## config.mk

```make
export PLATFORM = sky130hd
export DESIGN_NAME = shared_reg8_arbiter
export DESIGN_NICKNAME = d
export VERILOG_FILES = /design/src/rtl/shared_reg8_arbiter.sv
export SDC_FILE = /design/constraint.sdc
export NUM_CORES = 1
export LEC_CHECK = 0
export BUFFER_PORTS_ARGS = -buffer_cell sky130_fd_sc_hd__buf_2
export CAP_MARGIN = 20
export CORE_MARGIN = 3
export CORE_UTILIZATION = 24
export DETAILED_ROUTE_END_ITERATION = 8
export GPL_ROUTABILITY_DRIVEN = 0
export PLACE_DENSITY_LB_ADDON = 0.1
export REMOVE_ABC_BUFFERS = 1
export SLEW_MARGIN = 30
export SYNTH_ARGS = -nofsm -noshare
export SYNTH_HDL_FRONTEND = slang
export SYNTH_SLANG_ARGS = --single-unit
```

## constraint.sdc

```tcl
create_clock -name CLK -period 1.41 [get_ports CLK]
set_input_delay 0.0705 -clock CLK [delete_from_list [all_inputs] [get_ports CLK]]
set_output_delay 0.0705 -clock CLK [all_outputs]
set_load 0.01 [all_outputs]
```

## src/rtl/shared_reg8_arbiter.sv

```systemverilog
// Shared WIDTH-bit register with round-robin write arbitration, grant/ack handshake and priority clear.
// Optional SHREG_OWNER_EN adds Owner/Owner_vld outputs tracking the last writer.
module shared_reg8_arbiter #(
   parameter int NUM_REQ = 4,
   parameter int WIDTH   = 8,
   localparam int PTR_W  = $clog2(NUM_REQ)
) (
   input  logic                       CLK,
   input  logic                       Asynch_clr_n,
   input  logic [NUM_REQ-1:0]         Req,
   input  logic [NUM_REQ*WIDTH-1:0]   Din,
   input  logic                       Clr_req,
   output logic [NUM_REQ-1:0]         Grant,
   output logic [NUM_REQ-1:0]         Ack,
   output logic                       Clr_ack,
   output logic                       Busy,
`ifdef SHREG_OWNER_EN
   output logic [PTR_W-1:0]           Owner,
   output logic                       Owner_vld,
`endif
   output logic [WIDTH-1:0]           Q
);

   typedef enum logic [1:0] {
      IDLE  = 2'd0,
      GRANT = 2'd1,
      ACK   = 2'd2,
      CLR   = 2'd3
   } state_t;

   state_t               state_q, state_d;
   logic [PTR_W-1:0]     ptr_q, ptr_d;
   logic [NUM_REQ-1:0]   grant_q, grant_d;
   logic [NUM_REQ-1:0]   ack_q, ack_d;
   logic                 clr_ack_q, clr_ack_d;
   logic [WIDTH-1:0]     q_q, q_d;
`ifdef SHREG_OWNER_EN
   logic [PTR_W-1:0]     owner_q, owner_d;
   logic                 owner_vld_q, owner_vld_d;
`endif

   // First set request bit strictly after the last winner, wrapping around.
   function automatic logic [PTR_W-1:0] rr_pick(input logic [NUM_REQ-1:0] req,
                                                input logic [PTR_W-1:0]   ptr);
      logic [PTR_W-1:0] pick;
      logic [PTR_W-1:0] idx;
      logic             found;
      pick  = ptr;
      found = 1'b0;
      for (int k = 1; k <= NUM_REQ; k++) begin
         idx = PTR_W'((int'(ptr) + k) % NUM_REQ);
         if (!found && req[idx]) begin
            pick  = idx;
            found = 1'b1;
         end
      end
      return pick;
   endfunction

   always_comb begin
      logic [PTR_W-1:0] win;
      state_d   = state_q;
      ptr_d     = ptr_q;
      grant_d   = grant_q;
      ack_d     = '0;
      clr_ack_d = 1'b0;
      q_d       = q_q;
      win       = rr_pick(Req, ptr_q);
`ifdef SHREG_OWNER_EN
      owner_d     = owner_q;
      owner_vld_d = owner_vld_q;
`endif
      unique case (state_q)
         IDLE: begin
            if (Clr_req) begin
               state_d   = CLR;
               q_d       = '0;
               clr_ack_d = 1'b1;
`ifdef SHREG_OWNER_EN
               owner_vld_d = 1'b0;
`endif
            end else if (|Req) begin
               state_d      = GRANT;
               ptr_d        = win;
               grant_d      = '0;
               grant_d[win] = 1'b1;
            end
         end
         GRANT: begin
            // Din is only looked at here; the requester may already have dropped Req.
            state_d = ACK;
            q_d     = Din[int'(ptr_q)*WIDTH +: WIDTH];
            ack_d   = grant_q;
`ifdef SHREG_OWNER_EN
            owner_d     = ptr_q;
            owner_vld_d = 1'b1;
`endif
         end
         ACK: begin
            state_d = IDLE;
            grant_d = '0;
         end
         CLR: begin
            state_d = IDLE;
         end
         default: begin
            state_d = IDLE;
            grant_d = '0;
         end
      endcase
   end

   always_ff @(posedge CLK or negedge Asynch_clr_n) begin
      if (!Asynch_clr_n) begin
         state_q   <= IDLE;
         ptr_q     <= PTR_W'(NUM_REQ-1);
         grant_q   <= '0;
         ack_q     <= '0;
         clr_ack_q <= 1'b0;
         q_q       <= '0;
`ifdef SHREG_OWNER_EN
         owner_q     <= '0;
         owner_vld_q <= 1'b0;
`endif
      end else begin
         state_q   <= state_d;
         ptr_q     <= ptr_d;
         grant_q   <= grant_d;
         ack_q     <= ack_d;
         clr_ack_q <= clr_ack_d;
         q_q       <= q_d;
`ifdef SHREG_OWNER_EN
         owner_q     <= owner_d;
         owner_vld_q <= owner_vld_d;
`endif
      end
   end

   assign Grant   = grant_q;
   assign Ack     = ack_q;
   assign Clr_ack = clr_ack_q;
   assign Busy    = (state_q != IDLE);
   assign Q       = q_q;
`ifdef SHREG_OWNER_EN
   assign Owner     = owner_q;
   assign Owner_vld = owner_vld_q;
`endif

endmodule

```

* After elaboration in Yosys (flattened, before gate mapping)
Cells that the tools add are included.
Word-level totals: register bits 21, bits in latches 0, bits in writable memories 0, ROM bits 0, input port bits 39, memories kept 0
Operators by class: $add $sub $neg 4, multipliers 0, divide/modulo/power cells 0, order comparisons 6, equal/unequal tests 7, shift-type cells 1, multiplexer cells 28, bitwise operators 1, reduce and logical (&&, ||, !) cells 16
Operators with widths (number):
- $shiftx A32 B6 Y8 | 1
- $pmux W8 S2 | 1
- $lt A2 B3 Y1 const B | 5
- $mux W2 | 6
- $mux W4 | 3
- $mux W1 | 10
- $bmux W1 S2 | 4
- $mux W8 | 1
- $pmux W4 S2 | 1
- $ne A2 B2 Y1 const B | 3
- $pmux W2 S3 | 1
- $reduce_and A3 Y1 | 2
- $reduce_bool A2 Y1 | 3
- $add A2 B1 Y2 const B | 2
- $add A2 B2 Y2 const B | 2
- $eq A2 B2 Y1 const B | 2
- $logic_and A1 B1 Y1 | 4
- $reduce_or A4 Y1 | 1
- $logic_not A1 Y1 | 3
- $ne A3 B3 Y1 const B | 1
- $demux W1 S2 | 1
- $eq A2 B1 Y1 const B | 1
- $ge A2 B1 Y1 const B | 1
- $logic_not A2 Y1 | 1
- 3 further kinds | 3

* Depth between registers and ports, before layout
Gate-level depths: netlist of run 1.
depth after elaboration 20, gate-level depth with buffers 5, mapped depth without buffers 4

* Worst setup path after synthesis of run 1
No wires, ideal clock.
path type register to register, start point register ptr_q[0], end point register q_q[2] (netlist: Q[2]), arrival time 1347 ps, data required time 1289 ps, setup slack -58 ps, stages on the path, launching flop included 4, path buffers 1, period minus slack after synthesis 1468 ps, cells stage by stage dfstp_2 -> buf_6 -> mux4_2 -> a22o_1
Between the ends: longest elaborated chain between the ends 2
RTL lines:
- from (decl) | RTL line 32 | logic [PTR_W-1:0] ptr_q, ptr_d;
- from (signal assigned) | RTL line 116 | ptr_q <= PTR_W'(NUM_REQ-1);
- from (signal assigned) | RTL line 127 | ptr_q <= ptr_d;
- $shiftx A32 B6 Y8 | RTL line 92 | q_d = Din[int'(ptr_q)*WIDTH +: WIDTH];
- $pmux W8 S2 | RTL line 73 | unique case (state_q)
- to (signal assigned) | RTL line 131 | q_q <= q_d;
- to (decl) | RTL line 36 | logic [WIDTH-1:0] q_q, q_d;
No other way between the ends. A chain may end at the register's enable or synchronous reset.

* Final worst setup path of run 1
start point register ptr_q[0], end point register q_q[7] (netlist: Q[7])
The elaborated chain is that of the path after synthesis.

==> results.yml, run 1 <==
outcome:
  status: "finished, violations left"
  failed_checks: "setup timing"
clock_network:
  max-clock-path-buffers: 2
  worst_path_clk_slew_ns: 0.08
  htree_levels: 1
  cts.sinks: 21
  clk-insertion-delay-late_ns: 0.26
  ctsRootBufferMaster: "clkbuf_8"
  tritoncts.num_buffers: 3
  cts_tree: "yes"
cells_and_area:
  footprint_of_the_multi_input_gates_um2: 569
  final_instance_area_um2: 1590
  proportion_of_layout_cells_with_a_drive_suffix_above_1_pct: 65.5
  num_antenna_cells: 0
  n_fill_cell: 410
  design.final.nets: 185
  seq_area_um2: 528
  area_growth_pct: 47.7
critical_path:
  crit_path_max_fanout: 6
  crit_path_start_kind: "flop"
  critical_path_arrival_ns: 1.69
  timing_worst_setup_path_type: "flop to flop"
  critPathRequiredTime_ns: 1.56
  worst_setup_path_end_kind: "flop"
logic_synthesis:
  post_synth_main_area_contributors: "dfrtp_1 44%, mux4_2 17%, a22o_1 6.5%"
  synthesized_area_um2: 1080
  edff_count_synth: 0
  synth.yosys.seq_area_share_pct: 49.1
  synth_largest_type_area_fraction_pct: 44.2
  synth_most_common_cell: "dfrtp_1"
  async_set_or_reset_flop_fraction_in_the_synthesized_netlist_pct: 100
  post_synth_inst_count: 78
  synth.distinct_cells: 30
  synth_top_area_cell: "dfrtp_1"
  postSynth.topFlopCell: "dfrtp_1"
  yosys_register_bits: 21
  post_synth_most_frequent_cells: "19 x dfrtp_1, 8 x a22o_1, 8 x mux4_2"
  syn_area_per_cell_um2: 13.8
  synth.yosys.warnings: 0
global_routing:
  grt_antenna_before_repair: 0
  grt_most_used_layer: "met2"
  gr-usage-met2_pct: 20.0
  grt_first_pass_wirelength_um: 4870
  vias_in_the_first_global_route: 991
  globalRouteMet1Util_pct: 14.6
  globalRouteMet3Util_pct: 3.03
  grtUsageTotal_pct: 12.2
  grt_start_max_net_pins: 22
  gr-total-overflow: 0
routing:
  routed_wirelength_um: 2940
  detail-route-antenna-nets: 0
  routed_via_density: 4.74
  drt-pass1-iter-count: 4
  detailroute.via_count: 924
  remaining_drc_errors: 0
  drtIter0Drc: 14
  post_drt_wl_per_cell_um: 15.1
timing:
  fin_crit_ns: 1.53
  timing_worst_slew_pin_value_ns: 0.495
  finalCritPeriodShare_pct: 109
  timing_hold_violations_final: 0
  whs_ns: 0.0929
  skew_ns: 0.00179
  fin_setup_tns_ns: -1.13
  report.final.slew_viol_count: 0
  fin_ws_ns: -0.123
  setup_viol_count_final: 12
  timing.max_slew.rel_slack_pct: 66.8
  setup_repair_after_global_routing_missed_its_margin: "yes"
  clock.fmax_ghz: 0.652
placed_design:
  numPortBuffers: 56
  dp.final_hpwl_um: 2270
  detailed_place.area_um2: 1460
power:
  total_power_uw: 3060
  p_leak_uw: 0.000791
  internal_power_of_the_cells_uw: 1960
  pwr_density_cell_nw_per_um2: 1920
  share_comb_of_total_power_pct: 54.0
  ir_drop_mv: 0.721
  switchingPower_uw: 1100
  clock_power_share_pct: 13.0
  pwr-share-seq_pct: 33.0
  p_sw_share_pct: 35.8
die:
  top_level_ports: 57
  row_count: 23
  floorplan.core_area_um2: 4170
  die_span_in_y_um: 73.0
  die_width_um: 73.0
  initial_core_util_pct: 25.8
  die_area_um2: 5320
hold_path:
  worst_hold_path_type: "input pin to flop"
job:
  timing.max_cap.violations: 0
-- final cells by class --
cell class              instances  share of cell area [%]
flip-flops and latches         21                    33.2
multi-input cells              51                    35.8
well taps                      50                    3.94
inverters                       3                   0.709
clock buffers                   4                    2.83
repair buffers                 66                    23.5
-- routing by layer --
layer	wire length (um)	vias to the layer above	part of all wire, %
met5	0	-	0
met4	31	0	1.1
met2	1450	31	49
li1	-	436	-
met3	212	2	7.2
met1	1250	455	42
-- path summary, 6_finish.rpt --
path	endpoint	depth (start not counted)	start	slack, ns
setup / recovery	Q[7]	3	ptr_q[0]	-0.12
hold / removal	Clr_ack	3	Clr_req	0.09
setup reg to reg	Q[7]	3	ptr_q[0]	-0.12
hold reg to reg	Q[0]	1	Q[0]	0.51
max in group asynchronous	ptr_q[1]	2	Asynch_clr_n	0.75
min in group asynchronous	Q[3]	2	Asynch_clr_n	0.30
-- cells in the final DEF, fill, tap and decap left out, types with 3 or more instances in the layout --
cell      instances
nor2_1            3
inv_1             3
buf_4             5
buf_2            56
a22o_1            8
mux4_2            8
buf_6             4
dfrtp_1          19
a32o_1            4
clkbuf_8          3
and2_1            4
-- logic make-up (layout without fill, tap and decap cells) --
logic type | Yosys count | count (layout) | share of synthesized area, %
buffers and inverters | 6 | 73 | 2.91
DFF | 21 | 21 | 49.1
and+or+nand+nor | 19 | 19 | 12.4
AOI/OAI and AO/OA | 23 | 23 | 17.8
muxes | 9 | 9 | 17.8
-- sequential cells by signal, summed over array words and instances (netlist names) --
signal and flops:
Q 8, Clr_ack 1, ptr_q 2, Grant 4, Ack 4, state_q 2
-- metrics by stage --
step | cells | setup slack [ns] | utilization [%]
2_1_floorplan | 75 | -0.233 | -
6_report | 195 | -0.123 | 38.1
4_1_cts | 195 | -0.130 | 37.5
5_1_grt | 195 | -0.176 | 38.1
3_5_place_dp | 189 | -0.128 | 35.0
3_3_place_gp | 189 | -0.0978 | 35.0
-- repair_timing --
| item | 4_1_cts | 5_1_grt |
|---|---|---|
| hold buffers | 1 | 0 |
| gates resized for setup | 10 | 6 |
| endpoints found under the setup margin | 12 | 18 |
| endpoints found under the hold margin | 19 | 0 |
| setup buffers | 1 | 0 |
| pin swaps | 3 | 0 |
| cloned | 0 | 0 |
-- worst max-delay path, cell delays in order, from the launching register on --
cell and delay [ns]:
dfstp_2 0.60, buf_6 0.15, mux4_2 0.50, a22o_1 0.19
-- power by group through the flow --
stage	clock network [uW]	registers (uW)	logic, uW
finish	399	1010	1650
global route	443	1040	1810
CTS	415	1010	1620
detailed placement	0	1020	1490
global placement	0	1010	1490
floorplan	0	1160	762
No activity file was read; power rests on OpenSTA's default activity.
==> run 2, diff against run 1 <==
--- a/config.mk
+++ b/config.mk
@@ -11,6 +11,7 @@
 export CORE_UTILIZATION = 24
 export DETAILED_ROUTE_END_ITERATION = 8
 export GPL_ROUTABILITY_DRIVEN = 0
+export GPL_TIMING_DRIVEN = 0
 export PLACE_DENSITY_LB_ADDON = 0.1
 export REMOVE_ABC_BUFFERS = 1
 export SLEW_MARGIN = 30
==> constraint.sdc (replaced) <==
create_clock -name CLK -period 1.85 [get_ports CLK]
set_input_delay 0.37 -clock CLK [delete_from_list [all_inputs] [get_ports CLK]]
set_output_delay 0.37 -clock CLK [all_outputs]
set_load 0.01 [all_outputs]
==> results.yml, run 2 (synthesis results as in run 1) <==
die:
  die_span_in_y_um: 73.0
  die_area_um2: 5320
  top_level_ports: 57
  initial_core_util_pct: 25.8
  floorplan.core_area_um2: 4170
  die_width_um: 73.0
  row_count: 23
clock_network:
  ctsRootBufferMaster: "clkbuf_8"
  worst_path_clk_slew_ns: 0.08
  tritoncts.num_buffers: 3
  clk-insertion-delay-late_ns: 0.26
  htree_levels: 1
  max-clock-path-buffers: 2
  cts.sinks: 21
  holdBufCountCts: 0
  cts_tree: "yes"
power:
  p_sw_share_pct: 36.6
  switchingPower_uw: 777
  p_leak_uw: 0.000733
  pwr_density_cell_nw_per_um2: 1450
  pwr-share-seq_pct: 38.5
  clock_power_share_pct: 14.2
  ir_drop_mv: 0.424
  internal_power_of_the_cells_uw: 1350
  share_comb_of_total_power_pct: 47.3
  total_power_uw: 2130
critical_path:
  crit_path_start_kind: "flop"
  worst_setup_path_end_kind: "flop"
  timing.rr.start: "ptr_q[1]"
  timing_worst_setup_path_type: "flop to flop"
  setup.reg_to_reg.worst_slack_ns: 0.13
  critical_path_arrival_ns: 1.87
  reg2regPathDepth: 4
  crit_path_max_fanout: 15
  worstSetupStartpoint: "ptr_q[1]"
  critPathRequiredTime_ns: 2.00
  reg2reg_to: "Grant[3]"
cells_and_area:
  num_antenna_cells: 0
  final_cell_mix: "56 x buf_2, 19 x dfrtp_1, 8 x mux4_2, 8 x a22o_1"
  mostFrequentLayoutCell: "buf_2"
  design.final.nets: 177
  finalCoreUtilization_pct: 35.1
  proportion_of_layout_cells_with_a_drive_suffix_above_1_pct: 56.9
  n_fill_cell: 440
  area_growth_pct: 35.9
  largest_register_ff_count: 8
global_routing:
  grt_antenna_before_repair: 0
  grt_start_max_net_pins: 22
  gr-total-overflow: 0
  vias_in_the_first_global_route: 894
  grt_first_pass_wirelength_um: 4330
  grtUsageTotal_pct: 10.5
timing:
  fin_ws_ns: 0.126
  timing_worst_slew_pin_value_ns: 0.879
  setup_viol_count_final: 0
  setup_repair_after_global_routing_missed_its_margin: "no"
  fin_crit_ns: 1.72
  timing.max_slew.rel_slack_pct: 41.3
  timing_hold_violations_final: 0
  fin_setup_tns_ns: 0
  report.final.slew_viol_count: 0
  finalCritPeriodShare_pct: 93.2
  clock.fmax_ghz: 0.580
  skew_ns: 0.00186
outcome:
  status: "completed"
routing:
  routed_via_density: 4.75
  wl_met3_um: 236
  routed_wirelength_um: 2730
  post_drt_wl_per_cell_um: 14.6
  drtIter0Drc: 34
  detailroute.via_count: 889
  wl_met2_um: 1280
  remaining_drc_errors: 0
  detail-route-antenna-nets: 0
  wl_met1_um: 1180
  routed.top_layer: "met4"
  drt-pass1-iter-count: 4
placed_design:
  dp_slack_ns: 0.0124
  numPortBuffers: 56
  dp.final_hpwl_um: 2080
hold_path:
  worst_hold_path_type: "input pin to asynchronous set/reset pin"
job:
  timing.max_cap.violations: 0
[run 2: changes by cell type in the layout (fill, tap and decap cells not counted), moves of 2 or more]
cell     delta
buf_6       -4
a21oi_1     +2
buf_4       -3
a21oi_2     -2
[run 2: area by class of cell]
type	instances	area, um^2	share of cell area, %
clock buffer	4	45.0	3.08
inverter	3	11.3	0.770
multi-input combinational	51	517	35.3
sequential	21	532	36.4
tap	50	62.6	4.28
timing repair buffer	58	295	20.2
[run 2: worst max-delay path, stage by stage, from the launching register on]
cell and delay [ns]:
dfstp_2 0.76, or2_1 0.17, a21boi_1 0.07, or3_1 0.38, a32o_1 0.23
[run 2: repair_timing]
action	4_1_cts	5_1_grt
gates resized for setup	0	1
setup buffers	0	2
endpoints found under the setup margin	0	2
hold endpoints to repair	0	0
[run 2: power by group through the flow]
stage | Clock [uW] | Sequential (uW) | Combinational (uW)
after floorplan | 0 | 881 | 581
after global placement | 0 | 867 | 936
after detailed placement | 0 | 878 | 939
after CTS | 309 | 869 | 946
after global routing | 328 | 848 | 1100
final | 301 | 820 | 1010
[run 2: stage by stage]
stage | cells | hold slack (ns) | area, um^2
6_report | 187 | 0.0637 | 1460
2_1_floorplan | 75 | 0.0744 | 1060
3_5_place_dp | 181 | 0.364 | 1400
4_1_cts | 185 | 0.0825 | 1440
5_1_grt | 187 | 0.0958 | 1460
3_3_place_gp | 181 | 0.358 | 1400
[run 2: layer usage]
| layer | GRT usage (%) | vias up |
|---|---|---|
| li1 | - | 418 |
| met1 | 14.0 | 434 |
| met2 | 16.3 | 35 |
| met3 | 2.48 | 2 |
| met4 | 4.30 | 0 |
| met5 | 0 | - |
[run 2: how the worst max path moves through the flow]
stage	endpoint	slack [ns]	cells past startpoint
2_1_floorplan	Grant[1]	0.21	4
3_3_place_gp	Grant[1]	0.05	4
3_5_place_dp	Grant[3]	0.01	4
4_1_cts	Grant[3]	0.006	4
5_1_grt	Grant[1]	0.05	4
6_report	Grant[3]	0.13	4
==> run 3, diff against run 2 <==
--- a/config.mk
+++ b/config.mk
@@ -8,7 +8,7 @@
 export BUFFER_PORTS_ARGS = -buffer_cell sky130_fd_sc_hd__buf_2
 export CAP_MARGIN = 20
 export CORE_MARGIN = 3
-export CORE_UTILIZATION = 24
+export CORE_UTILIZATION = 47
 export DETAILED_ROUTE_END_ITERATION = 8
 export GPL_ROUTABILITY_DRIVEN = 0
 export GPL_TIMING_DRIVEN = 0
==> results.yml, run 3 (synthesis results as in run 1) <==
power:
  internal_power_of_the_cells_uw: 1250
  p_leak_uw: 0.000716
  share_comb_of_total_power_pct: 46.0
  ir_drop_mv: 0.627
  clock_power_share_pct: 10.7
  switchingPower_uw: 719
  pwr-share-seq_pct: 43.3
  pwr_density_cell_nw_per_um2: 1410
  p_sw_share_pct: 36.5
  total_power_uw: 1970
timing:
  timing_hold_violations_final: 0
  fin_setup_tns_ns: 0
  report.final.slew_viol_count: 0
  timing.max_slew.rel_slack_pct: 48.3
  whs_ns: 0.00174
  setup_viol_count_final: 0
  skew_ns: 0.00100
  clock.fmax_ghz: 0.585
  timing_worst_slew_pin_value_ns: 0.774
  finalCritPeriodShare_pct: 92.4
  setup_repair_after_global_routing_missed_its_margin: "no"
  fin_crit_ns: 1.71
placed_design:
  numPortBuffers: 56
  dp.final_hpwl_um: 1950
job:
  timing.max_cap.violations: 0
die:
  row_count: 16
  die_area_um2: 2900
  die_span_in_y_um: 53.8
  die_width_um: 53.8
  top_level_ports: 57
  floorplan.core_area_um2: 2060
  initial_core_util_pct: 52.2
routing:
  remaining_drc_errors: 0
  detail-route-antenna-nets: 0
  routed_via_density: 5.36
  drt-pass1-iter-count: 4
  drtIter0Drc: 6
  post_drt_wl_per_cell_um: 14.2
  routed_wirelength_um: 2310
  detailroute.via_count: 869
hold_path:
  worst_hold_path_type: "input pin to asynchronous set/reset pin"
clock_network:
  htree_levels: 1
  ctsRootBufferMaster: "clkbuf_4"
  cts.sinks: 21
  tritoncts.num_buffers: 3
  cts_resized: 0
  clk-insertion-delay-late_ns: 0.29
  worst_path_clk_slew_ns: 0.11
  max-clock-path-buffers: 2
  cts_post_setup_buffers_inserted: 0
  holdBufCountCts: 0
  cts_tree: "yes"
critical_path:
  cp_top_family: "flip-flops"
  timing_worst_setup_path_type: "flop to flop"
  reg2reg_to: "Grant[3]"
  setup.reg_to_reg.worst_slack_ns: 0.14
  worst_setup_path_end_kind: "flop"
  timing.rr.start: "ptr_q[0]"
  critical_path_arrival_ns: 1.90
  path_depth: 4
  max_stage_delay_ns: 0.74
  critPathSlowestCell: "dfstp_4"
  count_of_buffer_and_inverter_cells_on_the_critical_path: 0
  critPathRequiredTime_ns: 2.04
  reg2regPathDepth: 4
  cp_cell_sequence: "nand2b_1, nor2_1, or3_1, a32o_1"
  crit_path_max_fanout: 13
  crit_path_start_kind: "flop"
cells_and_area:
  design.final.nets: 175
  area_growth_pct: 30.1
  n_fill_cell: 169
  mostFrequentLayoutCell: "buf_2"
  final_cell_mix: "56 x buf_2, 19 x dfrtp_1, 8 x mux4_2, 8 x a22o_1"
  proportion_of_layout_cells_with_a_drive_suffix_above_1_pct: 56.3
  num_antenna_cells: 0
  largest_register_ff_count: 8
global_routing:
  vias_in_the_first_global_route: 841
  grt_antenna_before_repair: 0
  grtUsageTotal_pct: 17.5
  globalRouteMet3Util_pct: 1.66
  gr-usage-met2_pct: 31.9
  grt_start_max_net_pins: 22
  gr-total-overflow: 0
  globalRouteMet1Util_pct: 19.9
  grt_most_used_layer: "met2"
  grt_first_pass_wirelength_um: 3590
outcome:
  status: "completed"
==> run 3: stage by stage <==
step                worst slack, ns  std cells  instance area [um^2]  util, %
finish                        0.140        162                  1400     67.9
floorplan                     0.207         75                  1060        -
CTS                          0.0919        162                  1400     67.7
detailed placement            0.106        158                  1370     66.4
global route                 0.0505        162                  1400     67.9
global placement              0.104        158                  1370     66.4
==> run 3: per-layer routing <==
metal	vias up	wire length [um]
met3	2	143
met1	414	861
met4	0	24
met2	35	1280
li1	418	-
met5	-	0
==> run 3: power by group through the flow <==
stage	combinational (uW)	clock, uW	sequential, uW
after floorplan	581	0	881
after global placement	890	0	847
after detailed placement	919	0	861
after CTS	917	222	851
after global routing	995	232	893
final	906	211	854
==> run 3: worst max-delay path by stage <==
stage / start / to / slack, ns
final: ptr_q[0] / Grant[3] / 0.14
after global routing: ptr_q[0] / Grant[1] / 0.05
after CTS: ptr_q[0] / Grant[3] / 0.09
after detailed placement: ptr_q[0] / Grant[3] / 0.11
after global placement: ptr_q[0] / Grant[1] / 0.10
after floorplan: ptr_q[0] / Grant[1] / 0.21
==> run 3: area by class of cell <==
class                      instances  area [um^2]  area share [%]
clock buffer                       4         26.3            1.88
inverter                           3         11.3           0.804
multi-input combinational         51          517            36.9
sequential                        21          532            38.0
tap                               27         33.8            2.41
timing repair buffer              56          280            20.0
